===== src/rtl/riscv_lsu_pkg.sv =====
// Shared types and constants for the RISC-V load-store unit.
package riscv_lsu_pkg;

  localparam logic [2:0] LDST_B  = 3'd0;
  localparam logic [2:0] LDST_H  = 3'd1;
  localparam logic [2:0] LDST_W  = 3'd2;
  localparam logic [2:0] LDST_BU = 3'd4;
  localparam logic [2:0] LDST_HU = 3'd5;

  typedef enum logic [1:0] {
    IDLE = 2'd0,
    BUSY = 2'd1,
    DONE = 2'd2
  } lsu_state_t;

endpackage


===== src/rtl/riscv_lsu_align.sv =====
// Combinational lane logic: byte enables, store replication, load extraction
// and the misaligned/illegal-size fault flag.
module riscv_lsu_align
  import riscv_lsu_pkg::*;
(
  input  logic        we,
  input  logic [2:0]  size,
  input  logic [1:0]  addr_lo,
  input  logic [31:0] wd,
  input  logic [31:0] rd_word,
  output logic [3:0]  be,
  output logic [31:0] wd_rep,
  output logic [31:0] rd_ext,
  output logic        fault
);

  logic [31:0] rd_shift;
  logic [3:0]  be_raw;

  assign rd_shift = rd_word >> {addr_lo, 3'b000};

  always_comb begin
    be_raw = 4'b0000;
    wd_rep = 32'd0;
    rd_ext = 32'd0;
    fault  = 1'b0;
    case (size)
      LDST_B, LDST_BU: begin
        be_raw = 4'b0001 << addr_lo;
        wd_rep = {4{wd[7:0]}};
        rd_ext = (size == LDST_B) ? {{24{rd_shift[7]}}, rd_shift[7:0]}
                                  : {24'd0, rd_shift[7:0]};
      end
      LDST_H, LDST_HU: begin
        be_raw = 4'b0011 << {addr_lo[1], 1'b0};
        wd_rep = {2{wd[15:0]}};
        rd_ext = (size == LDST_H) ? {{16{rd_shift[15]}}, rd_shift[15:0]}
                                  : {16'd0, rd_shift[15:0]};
        fault  = addr_lo[0];
      end
      LDST_W: begin
        be_raw = 4'b1111;
        wd_rep = wd;
        rd_ext = rd_word;
        fault  = (addr_lo != 2'b00);
      end
      default: fault = 1'b1;
    endcase
  end

  // Loads never drive byte enables; the bus returns the whole word.
  assign be = we ? be_raw : 4'b0000;

endmodule


===== src/rtl/riscv_lsu.sv =====
// Load-store unit: IDLE/BUSY/DONE sequencer with bus timeout between the
// single-cycle core data port and a ready-handshaked word memory.
module riscv_lsu
  import riscv_lsu_pkg::*;
#(
  parameter int TIMEOUT = 255
) (
  input  logic        clk_i,
  input  logic        rst_i,
  input  logic        core_req_i,
  input  logic        core_we_i,
  input  logic [2:0]  core_size_i,
  input  logic [31:0] core_addr_i,
  input  logic [31:0] core_wd_i,
  output logic [31:0] core_rd_o,
  output logic        core_stall_o,
  output logic        err_o,
  output logic        mem_req_o,
  output logic        mem_we_o,
  output logic [3:0]  mem_be_o,
  output logic [31:0] mem_addr_o,
  output logic [31:0] mem_wd_o,
  input  logic [31:0] mem_rd_i,
  input  logic        mem_ready_i
);

  localparam int CW = $clog2(TIMEOUT + 1);
  localparam logic [CW-1:0] CNT_LAST = CW'(TIMEOUT - 1);
  localparam logic [CW-1:0] CNT_MAX  = CW'(TIMEOUT);

  lsu_state_t    state;
  logic          we_q;
  logic [2:0]    size_q;
  logic [31:0]   addr_q;
  logic [31:0]   wd_q;
  logic [CW-1:0] cnt;
  logic [31:0]   rd_q;
  logic          err_q;

  logic          in_idle, in_busy;
  logic          a_we;
  logic [2:0]    a_size;
  logic [1:0]    a_addr_lo;
  logic [31:0]   a_wd;
  logic [3:0]    be;
  logic [31:0]   wd_rep, rd_ext;
  logic          fault;

  assign in_idle = (state == IDLE);
  assign in_busy = (state == BUSY);

  // In IDLE the fault check must see the incoming request; afterwards the
  // latched fields drive the bus.
  assign a_we      = in_idle ? core_we_i        : we_q;
  assign a_size    = in_idle ? core_size_i      : size_q;
  assign a_addr_lo = in_idle ? core_addr_i[1:0] : addr_q[1:0];
  assign a_wd      = in_idle ? core_wd_i        : wd_q;

  riscv_lsu_align u_align (
    .we      (a_we),
    .size    (a_size),
    .addr_lo (a_addr_lo),
    .wd      (a_wd),
    .rd_word (mem_rd_i),
    .be      (be),
    .wd_rep  (wd_rep),
    .rd_ext  (rd_ext),
    .fault   (fault)
  );

  always_ff @(posedge clk_i) begin
    if (rst_i) begin
      state  <= IDLE;
      we_q   <= 1'b0;
      size_q <= 3'd0;
      addr_q <= 32'd0;
      wd_q   <= 32'd0;
      cnt    <= '0;
      rd_q   <= 32'd0;
      err_q  <= 1'b0;
    end else begin
      case (state)
        IDLE: begin
          if (core_req_i) begin
            we_q   <= core_we_i;
            size_q <= core_size_i;
            addr_q <= core_addr_i;
            wd_q   <= core_wd_i;
            cnt    <= '0;
            if (fault) begin
              state <= DONE;
              err_q <= 1'b1;
              rd_q  <= 32'd0;
            end else begin
              state <= BUSY;
            end
          end
        end
        BUSY: begin
          if (mem_ready_i) begin
            state <= DONE;
            err_q <= 1'b0;
            rd_q  <= we_q ? 32'd0 : rd_ext;
          end else begin
            if (cnt != CNT_MAX) cnt <= cnt + 1'b1;
            if (cnt == CNT_LAST) begin
              state <= DONE;
              err_q <= 1'b1;
              rd_q  <= 32'd0;
            end
          end
        end
        DONE:    state <= IDLE;
        default: state <= IDLE;
      endcase
    end
  end

  assign core_stall_o = (in_idle && core_req_i) || in_busy;
  assign core_rd_o    = (state == DONE) ? rd_q : 32'd0;
  assign err_o        = (state == DONE) && err_q;

  assign mem_req_o  = in_busy;
  assign mem_we_o   = in_busy && we_q;
  assign mem_be_o   = in_busy ? be : 4'b0000;
  assign mem_addr_o = in_busy ? {addr_q[31:2], 2'b00} : 32'd0;
  assign mem_wd_o   = (in_busy && we_q) ? wd_rep : 32'd0;

endmodule


===== config.mk =====
export PLATFORM = sky130hd
export DESIGN_NAME = riscv_lsu
export DESIGN_NICKNAME = d
export VERILOG_FILES = /design/src/rtl/riscv_lsu_pkg.sv /design/src/rtl/riscv_lsu_align.sv /design/src/rtl/riscv_lsu.sv
export SDC_FILE = /design/constraint.sdc
export NUM_CORES = 1
export LEC_CHECK = 0
export CAP_MARGIN = 20
export CORE_MARGIN = 10
export CORE_UTILIZATION = 50
export CTS_CLUSTER_DIAMETER = 30
export CTS_CLUSTER_SIZE = 12
export DETAILED_ROUTE_END_ITERATION = 12
export GPL_ROUTABILITY_DRIVEN = 1
export PLACE_DENSITY = 0.83
export SKIP_CTS_REPAIR_TIMING = 1
export SLEW_MARGIN = 20
export SYNTH_ARGS = -nofsm -noshare
export SYNTH_HDL_FRONTEND = slang
export SYNTH_SLANG_ARGS = --single-unit

===== constraint.sdc =====
create_clock -name clk_i -period 3.5 [get_ports clk_i]
set_input_delay 0.35 -clock clk_i [delete_from_list [all_inputs] [get_ports clk_i]]
set_output_delay 0.35 -clock clk_i [all_outputs]
set_load 0.02 [all_outputs]

* Word-level counts from Yosys, hierarchy flattened
Cells that the tools add are included.
Storage, ports and cells: output and inout bits 104, logic and storage cells 74, register bits after elaboration 111
Operators by class: shifts and indexed selects 3, add/subtract/negate cells 1, reductions and logical operators 14, mux-type cells 35, equality and inequality tests 13
Operator list (count):
- $mux 32 | 11
- $pmux 32 s3 | 2
- $pmux 32 s2 | 1
- $shr 32x5->16 | 1
- $mux 8 | 3
- $pmux 8 s2 | 1
- $pmux 4 s3 | 1
- $mux 2 | 5
- $add 8x1->8 const B | 1
- $eq 8x8->1 const B | 1
- $mux 4 | 2
- $ne 8x8->1 const B | 1
- $reduce_and 4->1 | 2
- $eq 3x3->1 const B | 2
- $mux 1 | 5
- $ne 2x1->1 const B | 2
- $ne 2x2->1 const B | 2
- $pmux 2 s2 | 1
- $reduce_and 2->1 | 2
- $reduce_bool 2->1 | 2
- $reduce_or 2->1 | 2
- $shl 1x2->4 const A | 1
- $shl 2x2->4 const A | 1
- $eq 3x1->1 const B | 1
- other kinds (11) | 13

* Longest topological paths before layout
depth in word-level cells 8, mapped depth 9, depth with buffers taken out 7

* Hierarchy
Synthesis repeated with hierarchy kept, for this count alone.
Second synthesis, totals: cell total of the unflattened synthesis 805, area total of the unflattened synthesis 6369.9 µm²
By module, submodules not included:
- riscv_lsu | instances 1, cells an instance 602, area an instance 5048.6 µm², sequential area each 2222.1 µm²
- riscv_lsu_align | instances 1, cells an instance 203, area an instance 1321.3 µm², sequential area each 0.0 µm²

* Least setup slack after synthesis
No wires, ideal clock.
path kind register -> output, start point reg state[1], end point out mem_wd_o[10], stages on the path, launching flop included 7, setup slack 1.114 ns, data arrival time 2.036 ns, path buffers 2, path through dfxtp_1 -> nor2_2 -> buf_2 -> mux2i_1 -> o21ai_2 -> buf_2 -> nor2_1
On the way: longest elaborated chain between the ends 6
RTL lines:
- start, declared | RTL line riscv_lsu.sv:31 | lsu_state_t state;
- start signal, assigned | RTL line riscv_lsu.sv:73 | state <= IDLE;
- start signal, assigned | RTL line riscv_lsu.sv:91 | state <= DONE;
- start signal, assigned | RTL line riscv_lsu.sv:95 | state <= BUSY;
- $logic_not 2->1 | RTL line riscv_lsu.sv:49 | assign in_idle = (state == IDLE);
- $mux 3 | RTL line riscv_lsu.sv:55 | assign a_size = in_idle ? core_size_i : size_q;
- $eq 3x3->1, or another cell as far along | RTL line riscv_lsu_align.sv:27 | case (size)
- $reduce_or 2->1 | RTL line riscv_lsu_align.sv:27
- $pmux 32 s3 | RTL line riscv_lsu_align.sv:27
- $mux 32 (*) | RTL line riscv_lsu.sv:127 | assign mem_wd_o = (in_busy && we_q) ? wd_rep : 32'd0;
- end, declared | RTL line riscv_lsu.sv:22 | output logic [31:0] mem_wd_o,
Every way passes the cells marked *; elsewhere a longest branch is shown, timed or not.

* Worst setup path in the final report
start point reg state[1], end point out mem_wd_o[30]
Same word-level chain as after synthesis.

==> results_dict.tcl <==
set metrics [dict create \
    status "complete, no violations" \
    total_power_uw 3460 \
    rsz0062_at_grt "true" \
    syn_inst 836 \
    fmax_mhz 291 \
    setup_viol 0 \
    synthToLayoutAreaGrowth_pct 41.8 \
    die_h_um 130 \
    register_area_sq_um 2220 \
    portBuffers 205 \
    insertion_delay_ns 0.35 \
    grt_max_degree 70 \
    hpwl_um 15000 \
    final_cells 1165 \
    cts_made_buffers 9 \
    slowest_stage "clkdlybuf4s50_1" \
    ir_drop_mv 0.380 \
    die_x_um 130 \
    drc_errors 0 \
    cts-root-buf "clkbuf_16" \
    ios 208 \
    critPathCaptureType "output pin" \
    worstMarginPinSlew_ns 0.776 \
    synth_area_sq_um 6030 \
    synth_ff_type "dfxtp_1" \
    crit_type "reg2out" \
    relSlewSlack_pct 48.2 \
    crit_required_ns 3.15 \
    grt.total_usage_pct 23.7 \
    slew_violations 0 \
    drtPass1Iterations 6 \
    clk_path_buf_depth 2 \
    worstPathMaxFanout 18 \
    grt_pass1_vias 6103 \
    pre_cts_slack_ns 0.312 \
    avgViaCountPerCell 5.67 \
    fin_ws_ns 0.0669 \
    yosysSeqAreaShare_pct 36.8 \
    fin_crit_sh_pct 98.1 \
    place_area_sq_um 8180 \
    yosys_warnings 0 \
    wirelength_um 20800 \
    leakage_uw 0.00313 \
    synth-edff-count 0 \
    fillers 964 \
    async_flop_share_pct 0 \
    ant_nets 0 \
    core_sq_um 11900 \
    clkSlewWorstSetupHoldPaths_ns 0.07 \
    start_util_pct 50.7 \
    drive_above_1_share_pct 5.70 \
    drtIter0Drc 685 \
    antenna_found_initial 0 \
    hold_path_class "reg2reg" \
    wl_per_cell_um 17.8 \
    dr_total_vias 6600 \
    multiInputGateArea_sq_um 3550 \
    critPathMaxStageDelay_ns 0.59 \
    final_area_sq_um 8560 \
    die_area_sq_um 16900 \
    worstSetupStartpointType "register" \
    synth-seq-cells 111 \
    rows 40 \
    crit_chain "buf_4 -> nor2_2 -> buf_4 -> mux2i_1 -> nor2_1 -> nor3_1 -> nor2_1 -> clkdlybuf4s50_1" \
    synth.avg_cell_area_sq_um 7.22 \
    crit_arrival_ns 3.08 \
    htree_levels 3 \
    cts_tree "done" \
    dpl.cell_count 1149 \
    grt_pass1_wl_um 32000 \
    min_period_ns 3.43 \
    drv_cap 0 \
    skew_ns 0.00507 \
    power_density_nw_per_um2 404 \
    finalHoldViolCount 0 \
    gp_congestion 0.890 \
    ys_types 67 \
    clkSinkCount 111 \
    nets 1119 \
    overflow 0 \
]
-- per-layer routing --
metal  part of all wire (%)  vias up  wire, um  GRT usage (%)
met3                     13       44      2620           9.01
li1                       -     3223         -              -
met5                      0        -         0              0
met4                    3.4        0       708           11.7
met1                     40     2993      8260           29.1
met2                     44      340      9200           35.6
-- stage by stage --
stage               utilization (%)  hold slack, ns  setup TNS (ns)
floorplan                         -           0.417               0
global placement               68.6           0.427               0
detailed placement             68.6           0.436               0
CTS                            71.7           0.452               0
global route                   71.8           0.470          -0.663
finish                         71.8           0.446               0
-- synthesized netlist by cell type, types with 6 or more instances --
library cell,count,area [sq um]
a22oi_1,16,120
and2_1,64,400
xor2_1,6,52.6
o221ai_1,7,61.3
nor2_1,75,282
buf_1,6,22.5
a31oi_1,10,62.6
o21ai_0,22,110
mux2i_1,13,130
dfxtp_1,111,2220
a211oi_1,15,113
clkbuf_1,40,150
a21oi_1,136,681
nor3_1,13,65.1
inv_1,8,30.0
nand2_1,202,758
buf_2,10,50.1
-- cell type report --
type	instances	area share, %
Clock inverter	6	1.56
Sequential cell	111	26.0
Antenna cell	1	0.0292
Multi-Input combinational cell	656	41.5
Tap cell	147	2.15
Clock buffer	9	2.63
Inverter	9	0.395
Timing Repair Buffer	226	25.8
-- layout by cell type, fill, tap and decap left out, types with 5 or more instances in the layout --
cell type,netlist,final
a31oi_1,10,10
and2_1,64,64
nor3_1,13,13
a22oi_1,16,16
o221ai_1,7,7
a21oi_1,136,136
clkbuf_16,0,9
clkdlybuf4s50_1,0,204
mux2i_1,13,10
o21ai_0,22,22
a211oi_1,15,15
nor2_1,75,75
inv_1,8,8
o22ai_1,5,5
dfxtp_1,111,111
buf_4,2,20
xor2_1,6,6
nand2_1,202,201
-- report_power, final --
part,leakage [uW],total [uW],switching (uW),internal [uW]
Sequential,0.000906,1370,41.4,1330
Combinational,0.00205,849,509,340
Clock,0.000175,1230,467,768
-- sequential cells by signal, summed over array words and instances, names as in the netlist --
signal	count
addr_q	32
rd_q	32
wd_q	32
cnt	8
size_q	3
state	2
err_q	1
we_q	1
-- final timing paths --
kind / from / end / slack [ns] / cells after the start
min reg2reg: rd_q[6]$_SDFFE_PP0P_ / rd_q[6]$_SDFFE_PP0P_ / 0.45 / 2
max: state[1]$_SDFFE_PP0P_ / mem_wd_o[30] / 0.07 / 8
min: rd_q[6]$_SDFFE_PP0P_ / rd_q[6]$_SDFFE_PP0P_ / 0.45 / 2
max reg2reg: state[1]$_SDFFE_PP0P_ / rd_q[16]$_SDFFE_PP0P_ / 0.53 / 9
-- cells by family (layout without fill, tap and decap cells) --
group / after synthesis / in the layout / share of synthesized area (%)
flip-flops: 111 / 111 / 36.8
buffers and inverters: 70 / 250 / 5.06
adder cells (fa/ha/maj): 2 / 2 / 0.415
AND/OR/NAND/NOR: 386 / 386 / 28.9
XOR/XNOR: 7 / 7 / 1.02
other: 1 / 3 / 0.0622
multiplexers: 15 / 15 / 2.59
AO/OA/AOI/OAI: 244 / 244 / 25.1
-- critical path: cells and delay by family, from the launching register on --
family,cells,cell delay (ns)
buf+inv,3,1.14
simple gates,4,0.78
mux,1,0.44
flops,1,0.37
(Power assumes the default switching activity.)
